**src/rtl/alu_pipe_if.sv**
```systemverilog
// alu_pipe_if -- request/response bundle for alu_pipe.
//   Request side : in_valid/in_ready handshake with RS1, RS2, Funct3, Funct7,
//                  opcode, Imm_reg.
//   Response side: out_valid/out_ready handshake with RD, out_err.
//   master modport: the producer/consumer around the ALU.
//   slave  modport: the ALU itself.
interface alu_pipe_if #(
    parameter int WIDTH = 32
);
    logic             in_valid;
    logic             in_ready;
    logic [WIDTH-1:0] RS1;
    logic [WIDTH-1:0] RS2;
    logic [2:0]       Funct3;
    logic [6:0]       Funct7;
    logic [6:0]       opcode;
    logic [11:0]      Imm_reg;
    logic             out_valid;
    logic             out_ready;
    logic [WIDTH-1:0] RD;
    logic             out_err;

    modport master (
        output in_valid, RS1, RS2, Funct3, Funct7, opcode, Imm_reg, out_ready,
        input  in_ready, out_valid, RD, out_err
    );

    modport slave (
        input  in_valid, RS1, RS2, Funct3, Funct7, opcode, Imm_reg, out_ready,
        output in_ready, out_valid, RD, out_err
    );
endinterface

```
**src/rtl/alu_pipe.sv**
```systemverilog
// alu_pipe -- two-stage RV32I-style integer ALU with valid/ready flow control.
//   clk : sole clock, rising edge
//   rst : synchronous, active-high reset
//   bus : alu_pipe_if.slave (request in, result out)
// Stage S1 holds the decoded op and operands, stage S2 holds RD/out_err.
// Unsupported requests still flow through the pipe and come out with
// out_err=1, RD=0.
// Optional feature: define ALU_PIPE_MUL_EN to add MUL/MULH/MULHU
// (R-type, Funct7=0000001). Without it no multiplier is built.
module alu_pipe #(
    parameter int WIDTH = 32
) (
    input logic       clk,
    input logic       rst,
    alu_pipe_if.slave bus
);
    localparam int SHW = $clog2(WIDTH);

    localparam logic [6:0] OPC_R   = 7'b0110011;
    localparam logic [6:0] OPC_I   = 7'b0010011;
    localparam logic [6:0] F7_BASE = 7'b0000000;
    localparam logic [6:0] F7_ALT  = 7'b0100000;
`ifdef ALU_PIPE_MUL_EN
    localparam logic [6:0] F7_MUL  = 7'b0000001;
`endif

    typedef enum logic [3:0] {
        OP_ADD, OP_SUB, OP_SLL, OP_SLT, OP_SLTU, OP_XOR, OP_SRL, OP_SRA,
        OP_OR, OP_AND, OP_MUL, OP_MULH, OP_MULHU, OP_ERR
    } op_e;

    typedef struct packed {
        op_e              op;
        logic [WIDTH-1:0] a;
        logic [WIDTH-1:0] b;
    } s1_t;

    function automatic op_e base_op(input logic [2:0] f3);
        case (f3)
            3'b000:  return OP_ADD;
            3'b001:  return OP_SLL;
            3'b010:  return OP_SLT;
            3'b011:  return OP_SLTU;
            3'b100:  return OP_XOR;
            3'b101:  return OP_SRL;
            3'b110:  return OP_OR;
            default: return OP_AND;
        endcase
    endfunction

    logic             s1_vld_q, s2_vld_q;
    s1_t              s1_q, s1_d;
    logic [WIDTH-1:0] rd_q, rd_d;
    logic             err_q, err_d;
    logic             s2_free;

    // S2 can take a new entry when it is empty or its result leaves now.
    assign s2_free       = !s2_vld_q || bus.out_ready;
    assign bus.in_ready  = !rst && (!s1_vld_q || s2_free);
    assign bus.out_valid = s2_vld_q;
    assign bus.RD        = rd_q;
    assign bus.out_err   = err_q;

    // ---------------- decode (into S1) ----------------
    always_comb begin
        s1_d.op = OP_ERR;
        s1_d.a  = bus.RS1;
        // Size cast of a signed value sign-extends (or truncates for WIDTH=8).
        s1_d.b  = (bus.opcode == OPC_I) ? WIDTH'($signed(bus.Imm_reg)) : bus.RS2;
        if (bus.opcode == OPC_R) begin
            if (bus.Funct7 == F7_BASE) begin
                s1_d.op = base_op(bus.Funct3);
            end else if (bus.Funct7 == F7_ALT) begin
                if (bus.Funct3 == 3'b000)      s1_d.op = OP_SUB;
                else if (bus.Funct3 == 3'b101) s1_d.op = OP_SRA;
            end
`ifdef ALU_PIPE_MUL_EN
            else if (bus.Funct7 == F7_MUL) begin
                if (bus.Funct3 == 3'b000)      s1_d.op = OP_MUL;
                else if (bus.Funct3 == 3'b001) s1_d.op = OP_MULH;
                else if (bus.Funct3 == 3'b011) s1_d.op = OP_MULHU;
            end
`endif
        end else if (bus.opcode == OPC_I) begin
            // Only the shift-right form qualifies on Funct7; there is no SUBI.
            if (bus.Funct3 == 3'b101) begin
                if (bus.Funct7 == F7_BASE)     s1_d.op = OP_SRL;
                else if (bus.Funct7 == F7_ALT) s1_d.op = OP_SRA;
            end else begin
                s1_d.op = base_op(bus.Funct3);
            end
        end
    end

    // ---------------- execute (into S2) ----------------
    logic [SHW-1:0] shamt;
    assign shamt = s1_q.b[SHW-1:0];

`ifdef ALU_PIPE_MUL_EN
    // One (WIDTH+1)-bit signed multiplier covers both signednesses: MULH
    // sign-extends the operands, MUL/MULHU zero-extend them. The low WIDTH
    // bits are identical either way.
    logic                      mul_sgn;
    logic signed [WIDTH:0]     mul_a, mul_b;
    logic signed [2*WIDTH+1:0] prod_unused_top;
    assign mul_sgn = (s1_q.op == OP_MULH);
    assign mul_a   = {mul_sgn & s1_q.a[WIDTH-1], s1_q.a};
    assign mul_b   = {mul_sgn & s1_q.b[WIDTH-1], s1_q.b};
    assign prod_unused_top = mul_a * mul_b;
`endif

    always_comb begin
        rd_d  = '0;
        err_d = 1'b0;
        case (s1_q.op)
            OP_ADD:  rd_d = s1_q.a + s1_q.b;
            OP_SUB:  rd_d = s1_q.a - s1_q.b;
            OP_SLL:  rd_d = s1_q.a << shamt;
            OP_SLT:  rd_d = {{(WIDTH-1){1'b0}}, $signed(s1_q.a) < $signed(s1_q.b)};
            OP_SLTU: rd_d = {{(WIDTH-1){1'b0}}, s1_q.a < s1_q.b};
            OP_XOR:  rd_d = s1_q.a ^ s1_q.b;
            OP_SRL:  rd_d = s1_q.a >> shamt;
            OP_SRA:  rd_d = $signed(s1_q.a) >>> shamt;
            OP_OR:   rd_d = s1_q.a | s1_q.b;
            OP_AND:  rd_d = s1_q.a & s1_q.b;
`ifdef ALU_PIPE_MUL_EN
            OP_MUL:   rd_d = prod_unused_top[WIDTH-1:0];
            OP_MULH,
            OP_MULHU: rd_d = prod_unused_top[2*WIDTH-1:WIDTH];
`endif
            default: begin
                rd_d  = '0;
                err_d = 1'b1;
            end
        endcase
    end

    // ---------------- pipeline registers ----------------
    always_ff @(posedge clk) begin
        if (rst) begin
            s1_vld_q <= 1'b0;
            s2_vld_q <= 1'b0;
            rd_q     <= '0;
            err_q    <= 1'b0;
        end else begin
            if (s2_free) begin
                s2_vld_q <= s1_vld_q;
                if (s1_vld_q) begin
                    rd_q  <= rd_d;
                    err_q <= err_d;
                end
            end
            // in_ready (outside reset) means S1 is empty or draining this cycle.
            if (bus.in_ready) s1_vld_q <= bus.in_valid;
        end
    end

    // Operand payload needs no reset; it is qualified by s1_vld_q.
    always_ff @(posedge clk) begin
        if (bus.in_valid && bus.in_ready) s1_q <= s1_d;
    end
endmodule
```
**src/flat_wrapper.sv**
```systemverilog
// flat-port wrapper written by rule: the top's interface ports become plain ports
module alu_pipe_flat 
#(
    parameter int WIDTH = 32
)
  (clk, rst, bus_in_valid, bus_RS1, bus_RS2, bus_Funct3, bus_Funct7, bus_opcode, bus_Imm_reg, bus_out_ready, bus_in_ready, bus_out_valid, bus_RD, bus_out_err);
  alu_pipe_if #(.WIDTH(WIDTH)) bus_i ();
  input logic clk;
  input logic rst;
  input wire logic [$bits(bus_i.in_valid)-1:0] bus_in_valid;
  input wire logic [$bits(bus_i.RS1)-1:0] bus_RS1;
  input wire logic [$bits(bus_i.RS2)-1:0] bus_RS2;
  input wire logic [$bits(bus_i.Funct3)-1:0] bus_Funct3;
  input wire logic [$bits(bus_i.Funct7)-1:0] bus_Funct7;
  input wire logic [$bits(bus_i.opcode)-1:0] bus_opcode;
  input wire logic [$bits(bus_i.Imm_reg)-1:0] bus_Imm_reg;
  input wire logic [$bits(bus_i.out_ready)-1:0] bus_out_ready;
  output wire logic [$bits(bus_i.in_ready)-1:0] bus_in_ready;
  output wire logic [$bits(bus_i.out_valid)-1:0] bus_out_valid;
  output wire logic [$bits(bus_i.RD)-1:0] bus_RD;
  output wire logic [$bits(bus_i.out_err)-1:0] bus_out_err;
  assign bus_i.in_valid = bus_in_valid;
  assign bus_i.RS1 = bus_RS1;
  assign bus_i.RS2 = bus_RS2;
  assign bus_i.Funct3 = bus_Funct3;
  assign bus_i.Funct7 = bus_Funct7;
  assign bus_i.opcode = bus_opcode;
  assign bus_i.Imm_reg = bus_Imm_reg;
  assign bus_i.out_ready = bus_out_ready;
  assign bus_in_ready = bus_i.in_ready;
  assign bus_out_valid = bus_i.out_valid;
  assign bus_RD = bus_i.RD;
  assign bus_out_err = bus_i.out_err;
  alu_pipe #(.WIDTH(WIDTH)) u_core (.clk(clk), .rst(rst), .bus(bus_i));
endmodule
```
**config.mk**
```make
export PLATFORM = sky130hd
export DESIGN_NAME = alu_pipe_flat
export DESIGN_NICKNAME = d
export VERILOG_FILES = /design/src/rtl/alu_pipe_if.sv /design/src/rtl/alu_pipe.sv /design/src/flat_wrapper.sv
export SDC_FILE = /design/constraint.sdc
export NUM_CORES = 1
export LEC_CHECK = 0
export ABC_CLOCK_PERIOD_IN_PS = 10500
export BUFFER_PORTS_ARGS = -buffer_cell sky130_fd_sc_hd__buf_2
export CORE_UTILIZATION = 28
export DETAILED_ROUTE_END_ITERATION = 8
export GPL_ROUTABILITY_DRIVEN = 0
export PLACE_DENSITY = 0.46
export SKIP_LAST_GASP = 1
export SYNTH_ARGS = -nofsm -noshare
export SYNTH_HDL_FRONTEND = slang
export SYNTH_SLANG_ARGS = --single-unit
```
**constraint.sdc**
```tcl
create_clock -name clk -period 10.5 [get_ports clk]
set_clock_uncertainty 0.15 [all_clocks]
set_input_delay 0 -clock clk [delete_from_list [all_inputs] [get_ports clk]]
set_output_delay 0 -clock clk [all_outputs]
set_load 0.1 [all_outputs]
```
* Word level (Yosys, flattened, before mapping)
Cells that the tools add are included.
Widths: inputs -> output; s select.
** Cells by class
- Bitwise gates (word level) :: 3
- Reductions and logical operators :: 12
- $lt $le $gt $ge :: 2
- Multiplexer cells :: 14
- Equality and inequality tests :: 18
- Shift-type cells :: 3
- $add $sub $neg :: 2
** Operators with widths (count)
- $pmux 32 s10 :: 1
- $lt 32x32->1 :: 2
- $mux 4 :: 9
- $add 32x32->32 :: 1
- $and 32x32->32 :: 1
- $mux 32 :: 1
- $or 32x32->32 :: 1
- $shl 32x5->32 :: 1
- $shr 32x5->32 :: 1
- $sshr 32x5->32 :: 1
- $sub 32x32->32 :: 1
- $xor 32x32->32 :: 1
- $pmux 4 s7 :: 1
- $pmux 4 s6 :: 1
- $eq 4x3->1 const B :: 4
- $eq 7x6->1 const B :: 2
- $reduce_or 10->1 :: 1
- $eq 3x3->1 const B :: 3
- $eq 4x2->1 const B :: 2
- $eq 4x4->1 const B :: 2
- $eq 7x5->1 const B :: 1
- $logic_not 7->1 :: 1
- $eq 3x2->1 const B :: 2
- $eq 4x1->1 const B :: 1
- other kinds (8) :: 12
** Word-level totals
- Input port bits :: 97
- Output and inout port bits :: 35
- Register bits after elaboration :: 103

* Depth between registers and ports, before layout
- Word-level depth :: 6
- Depth in mapped cells :: 15
- Mapped depth without buffers :: 13

* Worst setup path before layout
Ideal clock, no wire load.
- Path kind :: reg-to-reg
- From :: register u_core.s2_vld_q (netlist: u_core.bus.out_valid)
- To :: register u_core.s1_q[0] in the netlist's numbering (enable)
- Setup slack :: 5.665 ns
- Arrival time :: 4.253 ns
- Stages on the path, launching flop included :: 4
- Buffers on the path :: 0
- Required time :: 9.918 ns
- Path through :: dfxtp_1 > nor2b_1 > a21oi_1 > and2_1
** On the way
- Cells in the longest elaborated chain, start to end :: 5
** Ends and longest elaborated chain
- start, declared :: RTL line alu_pipe.sv:51 : logic s1_vld_q, s2_vld_q;
- start signal, assigned :: RTL line alu_pipe.sv:147 : s2_vld_q <= s1_vld_q;
- $logic_not 1->1 :: RTL line alu_pipe.sv:58 : assign s2_free = !s2_vld_q || bus.out_ready;
- $logic_or 1x1->1 :: RTL line alu_pipe.sv:58
- $logic_or 1x1->1 :: RTL line alu_pipe.sv:59 : assign bus.in_ready = !rst && (!s1_vld_q || s2_free);
- $logic_and 1x1->1 :: RTL line alu_pipe.sv:59
- named net bus_in_ready :: RTL line flat_wrapper.sv:18 : output wire logic [$bits(bus_i.in_ready)-1:0] bus_in_ready;
- $logic_and 1x1->1 :: RTL line alu_pipe.sv:160 : if (bus.in_valid && bus.in_ready) s1_q <= s1_d;
- end signal, assigned :: RTL line alu_pipe.sv:160
- end, declared :: RTL line alu_pipe.sv:52 : s1_t s1_q, s1_d;
The timed path passes the listed nets, and every way through them passes these cells.
A chain may end at the register's enable or synchronous reset.

* Worst setup path in the final report
- From :: register u_core.s1_q[0] in the netlist's numbering
- To :: register u_core.rd_q[28] (netlist: u_core.bus.RD[28])
** On the way
- Cells in the longest elaborated chain, start to end :: 2
- Elaborated cells between the ends (all ways) :: 6
** Ends and longest elaborated chain
- $sub 32x32->32, or another cell as far along :: RTL line alu_pipe.sv:117 : OP_SUB: rd_d = s1_q.a - s1_q.b;
- $pmux 32 s10 (*) :: RTL line alu_pipe.sv:115 : case (s1_q.op)
- end signal, assigned :: RTL line alu_pipe.sv:149 : rd_q <= rd_d;
- end, declared :: RTL line alu_pipe.sv:53 : logic [WIDTH-1:0] rd_q, rd_d;
Every way passes the cells marked *; elsewhere a longest branch is shown, timed or not.

==> impl_metrics.yaml <==
synth:
  synth_warnings: 0
  yosys.area_share.adder_pct: 10.1
  synth_edf_count: 68
  ys_ff_latch: 103
  synth_compound_area_share_pct: 27.8
  synthesis.nets: 1786
  syn_area_mm2: 0.0126
  syn_avg_cell_area_um2: 7.92
  synthSimpleGateAreaFrac_pct: 17.1
  synth_mux_area_share_pct: 14.9
  synth_top_family_by_area: "compound AO/OA/AOI/OAI gates"
  synth_cells: 1589
  synthArstFlopShare_pct: 0
  synth_xor_area_share_pct: 1.39
  synth-main-ff-cell: "edfxtp_1"
  yosysSeqAreaShare_pct: 21.8
  synthDistinctLibCells: 80
  yosysTopAreaCellShare_pct: 16.2
  yosys.area.top_type: "edfxtp_1"
  synth_area_leaders: "edfxtp_1 (16%), ha_1 (9.7%), mux4_2 (6.4%)"
finish:
  final_cells: 2332
  nets: 1931
  most-common-layout-cells: "nor2_1 (180), a21oi_1 (146), buf_2 (131), nand2_1 (127), o21ai_0 (113)"
  final_common_cell: "nor2_1"
  fillers: 4802
  area_growth_syn_to_layout_pct: 19.0
  multiInputGateArea_mm2: 0.00899
  ff_latch_area_mm2: 0.00274
  layout-drive-gt1-share_pct: 15.2
sta:
  fmax_ghz: 0.210
  tightest_slew_ps: 1020
  relSlewSlack_pct: 32.1
  slew_violations: 0
  fin_setup_tns_ps: 0
  finalCriticalPeriod_ps: 4770
  hold_violations: 0
  rsz0062_at_grt: "false"
  whs_ps: 134
  setup_ws_ps: 5730
  report.final.setup_viol: 0
  min_period_over_period_pct: 45.4
routing:
  vias: 13600
  drcViolationCount: 0
  first_iter_violations: 1577
  first_pass_iters: 6
  wl_per_cell_um: 23.8
  final_antenna_net_count: 0
  routed_via_density: 5.81
  wirelength_um: 55500
worst_setup_path:
  path_max_fanout: 24
  cp.required_ps: 10640
  critPathCaptureType: "register"
  critical_path.startpoint: "u_core.s1_q[0]"
  rr_startpoint: "u_core.s1_q[0]"
  setup.worst_path.start_class: "register"
  worstPathArrival_ps: 4900
  crit_type: "reg -> reg"
run:
  max_cap_viol_count: 0
clock_network:
  cts_tree: "done"
  cts_setup_buffers: 0
  cts_buffers: 9
  path_clk_slew_ps: 90
  cts_num_sinks: 103
  cts_hold_buf: 93
  htree_levels: 3
  clk_latency_ps: 400
  cts_root_buffer: "clkbuf_16"
  clk_path_buf_depth: 2
  cts_resized: 0
floorplanning:
  die_h_um: 214
  row_count: 77
  die_w_um: 214
  dieArea_mm2: 0.0458
  pin_count: 132
  start_util_pct: 28.4
  core_area_mm2: 0.0443
placement:
  place_worst_setup_slack_ps: 5930
  place_hpwl_um: 41500
  dp_cells: 2222
  portBuffers: 131
global_route:
  grt_max_degree: 74
  grt_usage_pct: 24.0
  antenna_found_initial: 2
  grt_pass1_vias: 12800
  grt_overflow: 0
  grt_pass1_wl_um: 83200
worst_hold_path:
  min-delay-path-class: "in -> reg"
  hp-start: "bus_Imm_reg[11]"
status:
  status: "finished clean"
power_and_ir_drop:
  vdd_drop_max_mv: 0.0762
  powerDensity_mw_per_mm2: 89.5
  p_total_w: 0.00134
  power_leakage_nw: 6.10
area by class of cell:
class / instances / area share, %
well taps: 592 / 4.94
repair buffers: 254 / 12.1
inverters: 103 / 2.58
flip-flops and latches: 103 / 18.3
clock inverters: 3 / 0.150
multi-input cells: 1263 / 60.0
diodes: 1 / 0.0167
clock buffers: 13 / 1.89
worst paths after layout:
kind	to	slack [ps]	cells past startpoint
hold reg to reg	u_core.bus.RD[8]	310	2
setup reg to reg	u_core.bus.RD[28]	5730	10
hold / removal	u_core.s1_q[15]	130	5
setup / recovery	u_core.bus.RD[28]	5730	10
synthesized netlist by cell type, types with 20 or more instances:
cell	number
a22oi_1	20
mux4_2	36
o211ai_1	23
clkbuf_1	81
mux2i_1	70
a211oi_1	26
dfxtp_1	35
nand3_1	30
edfxtp_1	68
ha_1	98
o21ai_0	113
nor2_1	180
nor3_1	42
nand2_1	127
a21o_1	36
mux2_2	32
inv_1	100
a21oi_1	146
report_power, final:
group	total [W]	internal (W)	switching, W
sequential	0.000480	0.000451	0.0000291
combinational	0.000484	0.000176	0.000308
clock	0.000377	0.000191	0.000185
stage by stage:
stage	cell area (µm²)	utilization (%)
finish	15000	33.8
global route	15000	33.8
CTS	15000	33.8
detailed placement	13700	31.0
global placement	13700	31.0
floorplan	12600	-
worst max-delay path, stage by stage (launching register included):
cell	delay (ps)
edfxtp_1	850
clkinv_1	890
ha_1	580
a22oi_1	340
nor3_1	100
nor4_1	780
o2111ai_1	210
a31o_2	270
mux2_2	260
a22oi_1	130
o21ai_0	90
state kept, by name (all words and copies together), names as in the netlist:
signal	flops
u_core.bus.RD	32
u_core.bus.out_err	1
u_core.bus.out_valid	1
u_core.s1_q	68
u_core.s1_vld_q	1
cell families after synthesis:
| group | Yosys count |
|---|---|
| compound gates | 533 |
| simple gates | 472 |
| buf+inv | 223 |
| mux | 138 |
| flops | 103 |
| fa+ha+maj | 100 |
| xor+xnor | 20 |
routing by layer:
layer	part of all wire, %	up-vias	routed length, µm	GRT usage (%)
met4	4.3	0	2380	10.9
met5	0	-	0	0
met2	44	685	24300	36.8
met3	7.3	91	4040	3.99
met1	45	6575	24700	33.0
li1	-	6207	-	-
(Power assumes the default switching activity.)
